==> src/rtl/alu_seq_pkg.sv <==
// alu_seq_pkg
//   Shared definitions for the ALU sequencing controller: opcode values,
//   controller state encoding and instruction field positions.
//   Instruction word (9 bits): [8:6] op, [5:0] imm6
//     rd = imm6[5:4], rs = imm6[3:2], LDI value = imm6[2:0]
package alu_seq_pkg;

   localparam logic [2:0] OP_ADD  = 3'b000;
   localparam logic [2:0] OP_SUB  = 3'b001;
   localparam logic [2:0] OP_AND  = 3'b010;
   localparam logic [2:0] OP_LDI  = 3'b011;
   localparam logic [2:0] OP_BZ   = 3'b100;
   localparam logic [2:0] OP_HALT = 3'b101;

   localparam int unsigned INSN_W = 9;
   localparam int unsigned OP_HI  = 8;
   localparam int unsigned OP_LO  = 6;
   localparam int unsigned IMM_HI = 5;
   localparam int unsigned IMM_LO = 0;
   localparam int unsigned RD_HI  = 5;
   localparam int unsigned RD_LO  = 4;
   localparam int unsigned RS_HI  = 3;
   localparam int unsigned RS_LO  = 2;

   typedef enum logic [2:0] {
      ST_IDLE   = 3'd0,
      ST_FETCH  = 3'd1,
      ST_DECODE = 3'd2,
      ST_EXEC   = 3'd3,
      ST_WB     = 3'd4,
      ST_HALT   = 3'd5
   } state_t;

   // Ops 000..011 all go through the ALU and write R[rd] plus the zero flag.
   function automatic logic is_alu_class(input logic [2:0] op);
      return (op[2] == 1'b0);
   endfunction

endpackage

==> src/rtl/alu_seq_ctrl_regfile.sv <==
// alu_seq_regfile
//   4 x 8-bit register file, cleared by reset.
//   Ports:
//     clk, rst_n            clock, asynchronous active-low reset
//     i_we/i_waddr/i_wdata  synchronous write port
//     i_raddr_a/o_rdata_a   combinational read port A
//     i_raddr_b/o_rdata_b   combinational read port B
//     i_dbg_sel/o_dbg_data  combinational debug read port
module alu_seq_regfile (
   input  logic       clk,
   input  logic       rst_n,
   input  logic       i_we,
   input  logic [1:0] i_waddr,
   input  logic [7:0] i_wdata,
   input  logic [1:0] i_raddr_a,
   output logic [7:0] o_rdata_a,
   input  logic [1:0] i_raddr_b,
   output logic [7:0] o_rdata_b,
   input  logic [1:0] i_dbg_sel,
   output logic [7:0] o_dbg_data
);

   logic [7:0] r_regs [4];

   always_ff @(posedge clk or negedge rst_n) begin
      if (!rst_n) begin
         for (int unsigned i = 0; i < 4; i++) begin
            r_regs[i] <= '0;
         end
      end else if (i_we) begin
         r_regs[i_waddr] <= i_wdata;
      end
   end

   assign o_rdata_a  = r_regs[i_raddr_a];
   assign o_rdata_b  = r_regs[i_raddr_b];
   assign o_dbg_data = r_regs[i_dbg_sel];

endmodule

==> src/rtl/alu_seq_ctrl.sv <==
// alu_seq_ctrl
//   Fetch/decode/execute/write-back controller around an external 8-bit ALU.
//   Ports:
//     clk, rst_n                 clock, asynchronous active-low reset
//     start                      pulse; (re)starts at PC 0 from IDLE or HALT
//     imem_req/addr/ack/rdata    instruction fetch handshake
//     alu_in1/in2/op/imm6/imm_mode  registered ALU operands (loaded in DECODE)
//     alu_out, alu_zero          ALU result and zero flag
//     busy, halted               status
//     dbg_sel, dbg_data          register-file debug read
module alu_seq_ctrl
   import alu_seq_pkg::*;
#(
   parameter int PC_W = 8
) (
   input  logic                clk,
   input  logic                rst_n,
   input  logic                start,
   output logic                imem_req,
   output logic [PC_W-1:0]     imem_addr,
   input  logic                imem_ack,
   input  logic [INSN_W-1:0]   imem_rdata,
   output logic [7:0]          alu_in1,
   output logic [7:0]          alu_in2,
   output logic [2:0]          alu_op,
   output logic [5:0]          alu_imm6,
   output logic                alu_imm_mode,
   input  logic [7:0]          alu_out,
   input  logic                alu_zero,
   output logic                busy,
   output logic                halted,
   input  logic [1:0]          dbg_sel,
   output logic [7:0]          dbg_data
);

   state_t              r_state, w_state_nxt;
   logic [PC_W-1:0]     r_pc, w_pc_nxt;
   logic [INSN_W-1:0]   r_ir;
   logic [7:0]          r_res;
   logic                r_zflag;
   logic [7:0]          r_alu_in1, r_alu_in2;
   logic [2:0]          r_alu_op;
   logic [5:0]          r_alu_imm6;
   logic                r_alu_imm_mode;

   logic                w_ir_ld, w_alu_ld, w_ex, w_we;
   logic [2:0]          w_op;
   logic [5:0]          w_imm6;
   logic [1:0]          w_rd, w_rs;
   logic [7:0]          w_rdata_rd, w_rdata_rs;
   logic [PC_W-1:0]     w_pc_inc, w_pc_br;

   assign w_op     = r_ir[OP_HI:OP_LO];
   assign w_imm6   = r_ir[IMM_HI:IMM_LO];
   assign w_rd     = r_ir[RD_HI:RD_LO];
   assign w_rs     = r_ir[RS_HI:RS_LO];
   assign w_pc_inc = r_pc + PC_W'(1);
   assign w_pc_br  = r_pc + PC_W'($signed(w_imm6));

   // ir still holds the instruction in WB, so rd comes straight from it.
   alu_seq_regfile u_regfile (
      .clk        (clk),
      .rst_n      (rst_n),
      .i_we       (w_we),
      .i_waddr    (w_rd),
      .i_wdata    (r_res),
      .i_raddr_a  (w_rd),
      .o_rdata_a  (w_rdata_rd),
      .i_raddr_b  (w_rs),
      .o_rdata_b  (w_rdata_rs),
      .i_dbg_sel  (dbg_sel),
      .o_dbg_data (dbg_data)
   );

   always_ff @(posedge clk or negedge rst_n) begin
      if (!rst_n) begin
         r_state <= ST_IDLE;
      end else begin
         r_state <= w_state_nxt;
      end
   end

   always_comb begin
      w_state_nxt = r_state;
      w_pc_nxt    = r_pc;
      w_ir_ld     = 1'b0;
      w_alu_ld    = 1'b0;
      w_ex        = 1'b0;
      w_we        = 1'b0;
      case (r_state)
         ST_IDLE, ST_HALT: begin
            if (start) begin
               w_pc_nxt    = '0;
               w_state_nxt = ST_FETCH;
            end
         end
         ST_FETCH: begin
            if (imem_ack) begin
               w_ir_ld     = 1'b1;
               w_state_nxt = ST_DECODE;
            end
         end
         ST_DECODE: begin
            if (is_alu_class(w_op)) begin
               w_alu_ld    = 1'b1;
               w_state_nxt = ST_EXEC;
            end else if (w_op == OP_HALT) begin
               w_state_nxt = ST_HALT;
            end else begin
               w_pc_nxt    = ((w_op == OP_BZ) && r_zflag) ? w_pc_br : w_pc_inc;
               w_state_nxt = ST_FETCH;
            end
         end
         ST_EXEC: begin
            w_ex        = 1'b1;
            w_state_nxt = ST_WB;
         end
         ST_WB: begin
            w_we        = 1'b1;
            w_pc_nxt    = w_pc_inc;
            w_state_nxt = ST_FETCH;
         end
         default: w_state_nxt = ST_IDLE;
      endcase
   end

   always_ff @(posedge clk or negedge rst_n) begin
      if (!rst_n) begin
         r_pc           <= '0;
         r_ir           <= '0;
         r_res          <= '0;
         r_zflag        <= 1'b0;
         r_alu_in1      <= '0;
         r_alu_in2      <= '0;
         r_alu_op       <= '0;
         r_alu_imm6     <= '0;
         r_alu_imm_mode <= 1'b0;
      end else begin
         r_pc <= w_pc_nxt;
         if (w_ir_ld) begin
            r_ir <= imem_rdata;
         end
         if (w_alu_ld) begin
            r_alu_in1      <= w_rdata_rd;
            r_alu_in2      <= w_rdata_rs;
            r_alu_op       <= w_op;
            r_alu_imm6     <= w_imm6;
            r_alu_imm_mode <= (w_op == OP_LDI);
         end
         if (w_ex) begin
            r_res   <= alu_out;
            r_zflag <= alu_zero;
         end
      end
   end

   // Decoded straight from state so reset drops the request asynchronously.
   assign imem_req     = (r_state == ST_FETCH);
   assign imem_addr    = r_pc;
   assign busy         = (r_state == ST_FETCH) || (r_state == ST_DECODE) ||
                         (r_state == ST_EXEC)  || (r_state == ST_WB);
   assign halted       = (r_state == ST_HALT);
   assign alu_in1      = r_alu_in1;
   assign alu_in2      = r_alu_in2;
   assign alu_op       = r_alu_op;
   assign alu_imm6     = r_alu_imm6;
   assign alu_imm_mode = r_alu_imm_mode;

endmodule

==> config.mk <==
export PLATFORM = sky130hd
export DESIGN_NAME = alu_seq_ctrl
export DESIGN_NICKNAME = d
export VERILOG_FILES = /design/src/rtl/alu_seq_pkg.sv /design/src/rtl/alu_seq_ctrl_regfile.sv /design/src/rtl/alu_seq_ctrl.sv
export SDC_FILE = /design/constraint.sdc
export NUM_CORES = 1
export LEC_CHECK = 0
export BUFFER_PORTS_ARGS = -buffer_cell sky130_fd_sc_hd__buf_2
export CAP_MARGIN = 10
export CELL_PAD_IN_SITES_DETAIL_PLACEMENT = 0
export CELL_PAD_IN_SITES_GLOBAL_PLACEMENT = 2
export CORE_MARGIN = 4
export CORE_UTILIZATION = 40
export DETAILED_ROUTE_END_ITERATION = 8
export PLACE_DENSITY_LB_ADDON = 0.1
export SETUP_SLACK_MARGIN = 0.02
export SYNTH_ARGS = -nofsm -noshare
export SYNTH_HDL_FRONTEND = slang
export SYNTH_SLANG_ARGS = --single-unit
==> constraint.sdc <==
create_clock -name clk -period 2.6 [get_ports clk]
set_clock_uncertainty 0.05 [all_clocks]
set_input_delay 0.52 -clock clk [delete_from_list [all_inputs] [get_ports clk]]
set_output_delay 0.52 -clock clk [all_outputs]
set_load 0.005 [all_outputs]
Word level (Yosys, flattened, before mapping). Cells that the tools add are included.

Input bits: 24. Logic and storage cells: 73. Output and inout port bits: 45. Register bits: 87.

Equality and inequality tests: 12. Mux-type cells: 28. Bitwise operators: 3. Reduce and logical (&&, ||, !) cells: 10. $add $sub $neg: 2. $lt $le $gt $ge: 4.

Operators by type and width (number): 8-bit 2-to-1 mux (11); 8-bit binary-select mux with 2-bit select (3); 32-bit bitwise mux (1); 8-bit case mux with 3 select lines (1); 8-bit demux with 2-bit select (1); 3-bit case mux with 5 select lines (1); 3-bit equality test, second input constant (4); 3-bit 2-to-1 mux (4); 3-bit by 2-bit equality test with 1-bit output, second input constant (3); 3-bit >= comparator, second input constant (3); 2-bit inverter with 3-bit output (3); 8-bit by 1-bit adder with 8-bit output, second input constant (1); 8-bit adder (1); 1-bit 2-to-1 mux (6); 2-bit != test, second input constant (3); 4-bit AND reduction (1); 3-bit by 1-bit equality test with 1-bit output, second input constant (1); 3-bit zero test (1); 1-bit logical OR (3); 3-bit by 1-bit less-than comparator with 1-bit output, second input constant (1); 3-bit nonzero test (1); 1-bit logical AND (2); 2-bit by 1-bit != test with 1-bit output, second input constant (1); 2-bit AND reduction (1); 2-bit OR reduction (1).

Logic depth before layout (Yosys ltp).
Depth after elaboration: 6. Depth in mapped cells: 7. Mapped depth without buffers: 7.

Modules after synthesis. From an unflattened synthesis, not the netlist that was laid out.

Cell total of the unflattened synthesis: 320. Area, all modules: 4510.6 um2.

By module, submodules not included: alu_seq_ctrl (area each 2731.4 um2, cells each 222, instances 1, sequential area each 1376.3 um2); alu_seq_regfile (area each 1779.2 um2, cells each 98, instances 1, sequential area each 800.8 um2).

Worst setup path after synthesis. Ideal clock, no wire load.

Path kind: register to register. Start point: register r_pc[0] (netlist: imem_addr[0]). End point: register r_pc[6] (netlist: imem_addr[6]). Period minus slack after synthesis: 2001 ps. Cell stages (with the launch flop): 8. Buffers on the path: 0. Data arrival time: 1824 ps. Required time: 2423 ps. Slack: 599 ps. Library setup time: 127 ps. Cell sequence: dfrtp_1 ha_1 fa_1 a21o_1 a221oi_1 xnor2_1 a21oi_1 o22ai_1.

Longest elaborated chain between the ends: 5. Elaborated cells between the ends (all ways): 6. Those cells by class: add/sub: 2; mux: 4.

RTL lines: start: declaration (RTL line alu_seq_ctrl.sv:37) `logic [PC_W-1:0] r_pc, w_pc_nxt;`; start signal: assignment (RTL line alu_seq_ctrl.sv:139) `r_pc <= w_pc_nxt;`; 8-bit by 1-bit adder with 8-bit output / 8-bit adder (equally long branches) (RTL line alu_seq_ctrl.sv:57, alu_seq_ctrl.sv:58); 8-bit 2-to-1 mux (RTL line alu_seq_ctrl.sv:110) `w_pc_nxt = ((w_op == OP_BZ) && r_zflag) ? w_pc_br : w_pc_inc;`; 8-bit 2-to-1 mux (RTL line alu_seq_ctrl.sv:107) `end else if (w_op == OP_HALT) begin`; 8-bit 2-to-1 mux (RTL line alu_seq_ctrl.sv:104) `if (is_alu_class(w_op)) begin`; 8-bit case mux with 3 select lines * (RTL line alu_seq_ctrl.sv:90) `case (r_state)`.

Every way passes the cells marked *; elsewhere a longest branch is shown, timed or not. The select of a mux whose other input is x is not followed. A chain may end at the register's enable or synchronous reset.

Final worst setup path. Ends and elaborated chain as after synthesis.

==> impl_metrics.yaml <==
floorplanning:
  dieHeight_um: 114
  core_area_mm2: 0.0109
  std_cell_rows: 38
  die_w_um: 114
  io_pins: 69
  initial_core_util: 0.412
  dieArea_mm2: 0.0130
synthesis:
  async_flop_share: 1.00
  ys_seq_area_frac: 0.483
  synth_top_area_frac: 0.483
  ys.warnings.count: 0
  synth_area_per_cell_um2: 14.2
  synth.most_common_cell: "dfrtp_1"
  synth_area_mm2: 0.00451
  netlist_top_cells_area: "dfrtp_1 48%, mux2_2 18%, mux4_2 12%"
  ys_ff_latch: 87
  ys_types: 51
  synth_commonest_cells: "87 x dfrtp_1, 74 x mux2_2, 24 x mux4_2, 10 x a21oi_1, 10 x buf_2"
  yosys.area.top_type: "dfrtp_1"
  synth_edf_count: 0
  synth_fp_nets: 351
  synth_cells: 318
  synth_flop_cell: "dfrtp_1"
layout:
  fin_nets: 422
  diodes: 0
  area_delta_synth_final_pct: 18.7
  post-route-util: 0.489
  drive_above_1_share: 0.514
clock_network:
  cts.sinks: 87
  h-tree-depth: 3
  insertion_delay_ps: 340
  root_buffer: "clkbuf_16"
  cts.path.max_buffers: 2
  postCtsResizedCells: 0
  cts.hold.buffers_added: 0
  cts_tree: "yes"
  postCtsSetupBuffers: 0
  clk_pin_slew_ps: 60
  cts_buffers: 9
critical_path:
  r2r_cells: 7
  timing.rr.start: "imem_addr[0]"
  cp-end-kind: "flip-flop"
  rrSetupSlack_ps: 450
  reg2reg_to: "imem_addr[6]"
  crit_start: "imem_addr[0]"
  crit_type: "flip-flop to flip-flop"
  crit_arrival_ps: 2280
  critPathLaunchType: "flip-flop"
  critPathMaxFanout: 5
  cp_data_required_time_ps: 2730
route:
  drtIter0Drc: 179
  ant_nets: 0
  drtPass1Iterations: 4
  routed_wl_um: 10300
  num_vias: 2870
  drc: 0
  post_drt_wl_per_cell_um: 19.3
  viasPerCell: 5.38
sta:
  hold_viol_final: 0
  grt_setup_unrepaired: "false"
  slew_viol_final: 0
  fmax_mhz: 465
  finalSetupTns_ps: 0
  tightest_slew_ps: 774
  setup_viol: 0
  maxSlewHeadroom: 0.482
  fin_crit_sh: 0.827
  fin_crit_ps: 2150
power:
  seqPwrFrac: 0.383
  p_leak_nw: 2.46
  power.share.clock: 0.232
  p_int_mw: 4.31
  power_frac_comb: 0.385
  p_switching_mw: 2.11
  switching_share: 0.329
  ir_worst_vdd_uv: 706
  power.density_mw_per_mm2: 1200
global_routing:
  grt_overflow: 0
  grtUsageTotal: 0.169
  grt_pass1_wl_um: 16900
  antenna_found_initial: 0
  grt_max_degree: 62
  grt_pass1_vias: 3114
status:
  run_status: "complete, no violations"
placed_design:
  hpwl_um: 7140
  gp_congestion: 0.765
  port_buffers: 68
flow_run:
  max-cap-violations: 0
min_path:
  hold_path_class: "input port to asynchronous set/reset pin"
## critical path, cell delays in order (launching register included)
cell      delay (ps)
dfrtp_1          420
ha_1             250
fa_1             400
a21o_1           210
a221oi_1         330
xnor2_1          110
a21oi_1          140
o22ai_1           90
## cell families after synthesis
family / Yosys count / synth area share
mux: 98 / 0.305
compound gates: 41 / 0.0605
simple gates: 51 / 0.0825
fa+ha+maj: 9 / 0.0267
flops: 87 / 0.483
buf+inv: 24 / 0.0269
xor+xnor: 8 / 0.0155
## how the worst max path moves through the flow
| stage | to | cells past startpoint |
|---|---|---|
| 6_report | imem_addr[6] | 7 |
| 5_1_grt | imem_addr[5] | 5 |
| 4_1_cts | imem_addr[6] | 7 |
| 3_5_place_dp | imem_addr[6] | 7 |
| 3_3_place_gp | dbg_data[7] | 3 |
| 2_1_floorplan | imem_addr[6] | 7 |
## state kept, by name, summed over array words and instances (netlist names)
name / flops
u_regfile.r_regs: 32
alu_op: 3
r_state: 3
alu_in2: 8
imem_addr: 8
r_res: 8
r_ir: 9
r_zflag: 1
alu_imm_mode: 1
alu_imm6: 6
alu_in1: 8
## cell usage in the layout, fill, tap and decap left out, types with 2 or more instances in the layout
cell / netlist / final
nor3_4: 2 / 2
inv_1: 8 / 8
clkbuf_16: 0 / 9
a21o_1: 4 / 4
nand3_1: 4 / 4
o22ai_1: 5 / 5
a21oi_1: 10 / 10
nor4_1: 2 / 2
nor3_1: 2 / 2
nand4_1: 3 / 3
bufinv_16: 0 / 3
ha_1: 8 / 8
nor3b_1: 3 / 3
mux2_2: 74 / 74
nor2b_1: 2 / 2
a31oi_1: 2 / 2
nand2b_4: 2 / 2
and3_1: 3 / 3
xor2_1: 4 / 4
xnor2_1: 4 / 4
o21ai_0: 7 / 7
buf_2: 10 / 67
a221oi_1: 2 / 2
nor2_1: 8 / 8
nand2_1: 8 / 8
mux4_2: 24 / 24
dfrtp_1: 87 / 87
buf_4: 3 / 8
a32oi_1: 2 / 2
## through the flow
| stage | area [um^2] | std cells | hold slack (ps) | power (mW) | setup slack (ps) |
|---|---|---|---|---|---|
| after CTS | 5350 | 533 | 61.1 | 6.52 | 441 |
| final | 5350 | 533 | 57.9 | 6.42 | 449 |
| after floorplan | 4510 | 318 | 174 | 4.18 | 599 |
| after detailed placement | 5010 | 518 | 422 | 4.99 | 432 |
| after global routing | 5350 | 533 | 70.7 | 6.87 | 317 |
| after global placement | 5010 | 518 | 422 | 4.94 | 491 |
## power groups by stage
stage	Sequential, mW	Combinational, mW	Clock (mW)
after floorplan	2.29	1.89	0
after global placement	2.47	2.47	0
after detailed placement	2.49	2.50	0
after CTS	2.47	2.52	1.53
after global routing	2.57	2.70	1.59
final	2.46	2.47	1.49
## layout make-up
class,instances,area [um^2]
inverters,8,30.0
flip-flops and latches,87,2180
well taps,140,175
clock buffers,10,239
fillers,1012,5580
multi-input cells,207,2210
repair buffers,76,415
clock inverters,5,106
## layer usage
metal,global-route usage,routed length (um),vias up
met5,0,0,-
met4,0.0356,76,0
met3,0.0518,561,5
met2,0.264,4850,71
met1,0.234,4820,1452
li1,-,-,1342
Power figures use the tool's default switching activity.
